`config.mk`:
```
export PLATFORM = sky130hd
export DESIGN_NAME = div_seq_ctrl
export DESIGN_NICKNAME = d
export VERILOG_FILES = /design/src/rtl/div_seq_ctrl.sv
export SDC_FILE = /design/constraint.sdc
export NUM_CORES = 1
export LEC_CHECK = 0
export ABC_AREA = 1
export BUFFER_PORTS_ARGS = -buffer_cell sky130_fd_sc_hd__buf_2
export CAP_MARGIN = 25
export CORE_ASPECT_RATIO = 0.6
export CORE_MARGIN = 10
export CORE_UTILIZATION = 60
export CTS_CLUSTER_SIZE = 12
export DETAILED_ROUTE_END_ITERATION = 10
export GPL_TIMING_DRIVEN = 0
export HOLD_SLACK_MARGIN = 0.1
export MAX_ROUTING_LAYER = met4
export PLACE_DENSITY = 0.83
export SLEW_MARGIN = 20
export SYNTH_ARGS = -nofsm -noshare
export SYNTH_HDL_FRONTEND = slang
export SYNTH_SLANG_ARGS = --single-unit
export TNS_END_PERCENT = 20
```
`constraint.sdc`:
```
create_clock -name clk -period 12.44 [get_ports clk]
set_input_delay 1.244 -clock clk [delete_from_list [all_inputs] [get_ports clk]]
set_output_delay 1.244 -clock clk [all_outputs]
set_load 0.01 [all_outputs]
```
`src/rtl/div_seq_ctrl.sv`:
```
// div_seq_ctrl: multi-cycle radix-2 restoring divide sequencer for EX.
// Holds the pipeline via stall_req while dividing; result is {HI=rem, LO=quo}.
// Configuration macro: DIV_SIGNED_EN -- when defined, signed_div selects DIV
// (operand pre-negation and result sign fix); when undefined every request is
// treated as DIVU and no negation logic is built.
module div_seq_ctrl #(
    parameter int DATA_W = 32,
    parameter int CNT_W  = 6
) (
    input  logic              clk,
    input  logic              rst,
    input  logic              start,
    input  logic              signed_div,
    input  logic [DATA_W-1:0] dividend,
    input  logic [DATA_W-1:0] divisor,
    input  logic              annul,
    output logic              stall_req,
    output logic              ready,
    output logic [DATA_W-1:0] result_hi,
    output logic [DATA_W-1:0] result_lo
);

    typedef enum logic [1:0] {S_IDLE, S_BY_ZERO, S_ON, S_END} state_t;

    state_t            state, state_nx;
    logic [CNT_W-1:0]  cnt;
    logic [DATA_W-1:0] rem_q, quo_q, dvs_q;
    logic [DATA_W-1:0] a_abs, b_abs;
    logic [DATA_W:0]   rem_sh;
    logic              no_borrow;
    logic [DATA_W-1:0] rem_nx, quo_nx;
    logic [DATA_W-1:0] fix_q, fix_r;
    logic              go, last;

    assign go   = start && !annul;
    assign last = (cnt == CNT_W'(DATA_W - 1));

`ifdef DIV_SIGNED_EN
    logic a_neg, b_neg;
    logic neg_quo_q, neg_rem_q;

    // Magnitudes of the operands for a signed request
    always_comb begin
        a_neg = signed_div && dividend[DATA_W-1];
        b_neg = signed_div && divisor[DATA_W-1];
        a_abs = a_neg ? (DATA_W'(0) - dividend) : dividend;
        b_abs = b_neg ? (DATA_W'(0) - divisor)  : divisor;
    end

    // Quotient negative on sign mismatch; remainder follows the dividend
    always_comb begin
        fix_q = neg_quo_q ? (DATA_W'(0) - quo_nx) : quo_nx;
        fix_r = neg_rem_q ? (DATA_W'(0) - rem_nx) : rem_nx;
    end

    // Sign flags captured together with the operands
    always_ff @(posedge clk or posedge rst) begin
        if (rst) begin
            neg_quo_q <= 1'b0;
            neg_rem_q <= 1'b0;
        end else if (state == S_IDLE && go && divisor != '0) begin
            neg_quo_q <= a_neg ^ b_neg;
            neg_rem_q <= a_neg;
        end
    end
`else
    logic unused_signed_div;
    assign unused_signed_div = signed_div;

    // Unsigned-only build: operands and results pass straight through
    always_comb begin
        a_abs = dividend;
        b_abs = divisor;
        fix_q = quo_nx;
        fix_r = rem_nx;
    end
`endif

    // One restoring step: shift {rem,quo}, trial-subtract, set quotient bit.
    // The partial remainder stays below the divisor, so the DATA_W-bit
    // difference is exact whenever it is kept.
    always_comb begin
        rem_sh    = {rem_q, quo_q[DATA_W-1]};
        no_borrow = (rem_sh >= {1'b0, dvs_q});
        rem_nx    = no_borrow ? (rem_sh[DATA_W-1:0] - dvs_q) : rem_sh[DATA_W-1:0];
        quo_nx    = {quo_q[DATA_W-2:0], no_borrow};
    end

    // State register
    always_ff @(posedge clk or posedge rst) begin
        if (rst) state <= S_IDLE;
        else     state <= state_nx;
    end

    // Next-state logic; annul wins over completing the final step
    always_comb begin
        state_nx = state;
        case (state)
            S_IDLE:    if (go) state_nx = (divisor == '0) ? S_BY_ZERO : S_ON;
            S_ON:      if (annul) state_nx = S_IDLE;
                       else if (last) state_nx = S_END;
            S_BY_ZERO: state_nx = annul ? S_IDLE : S_END;
            S_END:     if (!start) state_nx = S_IDLE;
            default:   state_nx = S_IDLE;
        endcase
    end

    // Outputs decoded from state; the request cycle in IDLE already stalls
    always_comb begin
        stall_req = 1'b0;
        ready     = 1'b0;
        case (state)
            S_IDLE:    stall_req = go;
            S_ON:      stall_req = 1'b1;
            S_BY_ZERO: stall_req = 1'b1;
            S_END:     ready     = 1'b1;
            default:   stall_req = 1'b0;
        endcase
    end

    // Datapath: operand latch, iteration, result registers
    always_ff @(posedge clk or posedge rst) begin
        if (rst) begin
            cnt       <= '0;
            rem_q     <= '0;
            quo_q     <= '0;
            dvs_q     <= '0;
            result_hi <= '0;
            result_lo <= '0;
        end else begin
            case (state)
                S_IDLE: begin
                    if (go && divisor != '0) begin
                        cnt   <= '0;
                        rem_q <= '0;
                        quo_q <= a_abs;
                        dvs_q <= b_abs;
                    end
                end
                S_ON: begin
                    if (!annul) begin
                        rem_q <= rem_nx;
                        quo_q <= quo_nx;
                        cnt   <= cnt + CNT_W'(1);
                        if (last) begin
                            result_hi <= fix_r;
                            result_lo <= fix_q;
                        end
                    end
                end
                S_BY_ZERO: begin
                    if (!annul) begin
                        result_hi <= '0;
                        result_lo <= '0;
                    end
                end
                default: ;
            endcase
        end
    end

endmodule
```
==> flow_metrics.py <==
metrics = {
    "sta": {
        "setup_viol": 0,
        "period_minus_slack_ns": 3.19,
        "rsz0062_at_grt": "false",
        "max_freq_mhz": 314,
        "relSlewSlack": 0.424,
        "period_share": 0.256,
        "slew_violations": 0,
        "setup_tns_ns": 0,
        "fin_ws_ns": 9.25,
        "fin_skew_ns": 0.0139,
        "tightest_slew_ns": 0.863,
        "hold_viol_final": 0,
    },
    "cells_and_area": {
        "seqCellArea_um2": 4200,
        "drive_above_1_share": 0.141,
        "fillers": 1413,
        "antenna_cells": 0,
        "layout.nets": 1694,
        "final_common_cell": "nand2_1",
        "post-route-util": 0.715,
        "multiInputGateArea_um2": 4960,
        "layout_common_cells": "nand2_1 (552), inv_1 (195), dfrtp_1 (168)",
        "fin_cells": 1826,
        "area_delta_synth_final_pct": 15.4,
    },
    "grt": {
        "grt_use_total": 0.281,
        "grt_pass1_wl_um": 50200,
        "first_global_vias": 9612,
        "antenna_found_initial": 0,
        "grt_overflow": 0,
        "grt_max_degree": 103,
    },
    "critical_path": {
        "cp_slowest_cell": "buf_2",
        "worstPathCellList": "buf_2 > inv_1 > nand2_1 > nor2_1 > inv_1 > a21oi_1 > buf_2",
        "cp.arrival_ns": 1.94,
        "required_ns": 11.20,
        "r2r_cells": 10,
        "worstPathMaxFanout": 5,
        "critPathBufInv": 4,
        "crit-reg2reg-launch": "cnt[0]",
        "cpLargestDelayFamily": "buffers and inverters",
        "r2r_end": "result_hi[6]",
        "r2r_setup_slack_ns": 9.78,
        "worstSetupPathType": "input port to output port",
        "startpoint_type": "input port",
        "max_stage_delay_ns": 0.15,
        "end_kind": "output port",
    },
    "clock_tree": {
        "htree_levels": 4,
        "cts_sinks": 168,
        "insertion_delay_ns": 0.44,
        "clk_pin_slew_ns": 0.07,
        "postCtsSetupBuffers": 0,
        "cts_hold_buf": 0,
        "cts_resized": 0,
        "cts-buffers-inserted": 17,
        "clockBufferDepth": 2,
        "cts_root_buf": "clkbuf_16",
        "cts_tree": "yes",
    },
    "hold_path": {
        "hold_class": "flop to flop",
        "min-delay-start": "result_hi[17]",
        "hold_end": "result_hi[17]",
        "min_path_cells": 2,
    },
    "detailed_routing": {
        "ant_nets": 0,
        "wl_per_cell_um": 17.1,
        "drtPass1Iterations": 6,
        "totalWireLength_um": 31200,
        "vias": 10084,
        "route.detailed.drc": 0,
        "drtIter0Drc": 1424,
        "via_per_inst": 5.52,
    },
    "pwr": {
        "p_leak_nw": 6.67,
        "power.density_nw_per_um2": 196,
        "ir_drop_uv": 141,
    },
    "synth": {
        "yosysSeqAreaShare": 0.413,
        "synth_area_um2": 10200,
        "synth.avg_cell_area_um2": 7.11,
        "netlist.area_leader.share": 0.413,
        "async_reset_ff_frac": 1.00,
        "postSynthCellCount": 1433,
        "netlist_top_cells_area": "dfrtp_1 (41%), nand2_1 (20%), inv_1 (7.2%)",
        "synth_cell_types": 39,
        "ys_seq_elements": 168,
        "yosysWarnings": 0,
        "syn_nets": 1541,
        "synth-edff-count": 0,
        "synth_top_area_cell": "dfrtp_1",
        "ys.flop_type": "dfrtp_1",
    },
    "placed_design": {
        "dp_cells": 1795,
        "gp_congestion": 1.03,
        "io_buffers": 133,
        "dpl.hpwl_um": 24200,
        "post-place-ws_ns": 8.97,
    },
    "floorplan": {
        "core_area_um2": 16400,
        "io_pins": 135,
        "die_w_um": 188,
        "rows": 36,
        "start_util": 0.619,
        "die_h_um": 121,
        "die_area_um2": 22800,
    },
    "outcome": {
        "outcome": "completed",
    },
    "job": {
        "maxCapViolations": 0,
    },
}
## per-stage QoR
step / area, um^2 / power, mW / hold slack, ns
5_1_grt: 11800 / 2.46 / 0.485
4_1_cts: 11800 / 2.29 / 0.480
6_report: 11800 / 2.30 / 0.475
3_3_place_gp: 11100 / 1.72 / 0.457
3_5_place_dp: 11200 / 1.75 / 0.460
2_1_floorplan: 10200 / 1.44 / 0.453
## area by class of cell
cell class | count | share of cell area
multi-input combinational | 1010 | 0.422
sequential | 168 | 0.358
inverter | 206 | 0.0664
timing repair buffer | 134 | 0.0590
clock buffer | 17 | 0.0362
tap | 228 | 0.0243
buffer | 49 | 0.0214
clock inverter | 14 | 0.0132
## kinds of logic after synthesis
kind of cell	synth area share
compound gates	0.0801
buf+inv	0.101
xor+xnor	0.0138
fa+ha+maj	0.0486
simple gates	0.344
flops	0.413
## state kept, by name (all words and copies together), names as in the netlist
register and count:
quo_q 32, result_hi 32, dvs_q 32, cnt 6
result_lo 32, rem_q 32, state 2
## Yosys cell counts (2+ instances only)
master,n
buf_6,3
o21ai_1,11
a21oi_1,22
clkbuf_1,28
and2_1,8
nor3_2,2
buf_2,14
nor2_1,58
nand3_1,97
dfrtp_1,168
xnor2_1,14
nand4_1,8
o21ai_0,119
ha_1,38
buf_4,3
nand2_2,6
nand3_4,9
nand3b_1,36
nor3_1,7
a21o_1,2
nand2_1,552
inv_2,9
inv_1,196
nor2_2,7
xor2_1,2
## routing by layer
layer	track usage	share of wire	wire, um
met3	0.0657	0.11	3350
met2	0.386	0.41	12700
met4	0.0597	0.013	405
met5	-	0	0
met1	0.411	0.47	14800
## worst max-delay path by stage
stage               depth (start not counted)   endpoint         from
floorplan                                   1     cnt[0]          rst
global placement                            2   dvs_q[6]          rst
detailed placement                         10   dvs_q[9]  divisor[16]
CTS                                         7  stall_req        annul
global route                                7  stall_req        annul
finish                                      7  stall_req        annul
## worst register-to-register path, cell delays in order (launching register included)
cell,delay [ns]
dfrtp_1,0.44
ha_1,0.24
nand2_1,0.06
inv_1,0.06
nand3_1,0.12
o21ai_0,0.14
nand2_1,0.11
clkbuf_1,0.65
clkbuf_1,0.55
nand2_1,0.12
nand2_1,0.10
## power by group
group	internal, mW	switching, mW
Clock	0.268	0.262
Combinational	0.303	0.717
Sequential	0.696	0.0578
Total	1.27	1.04
(Power assumes the default switching activity.)
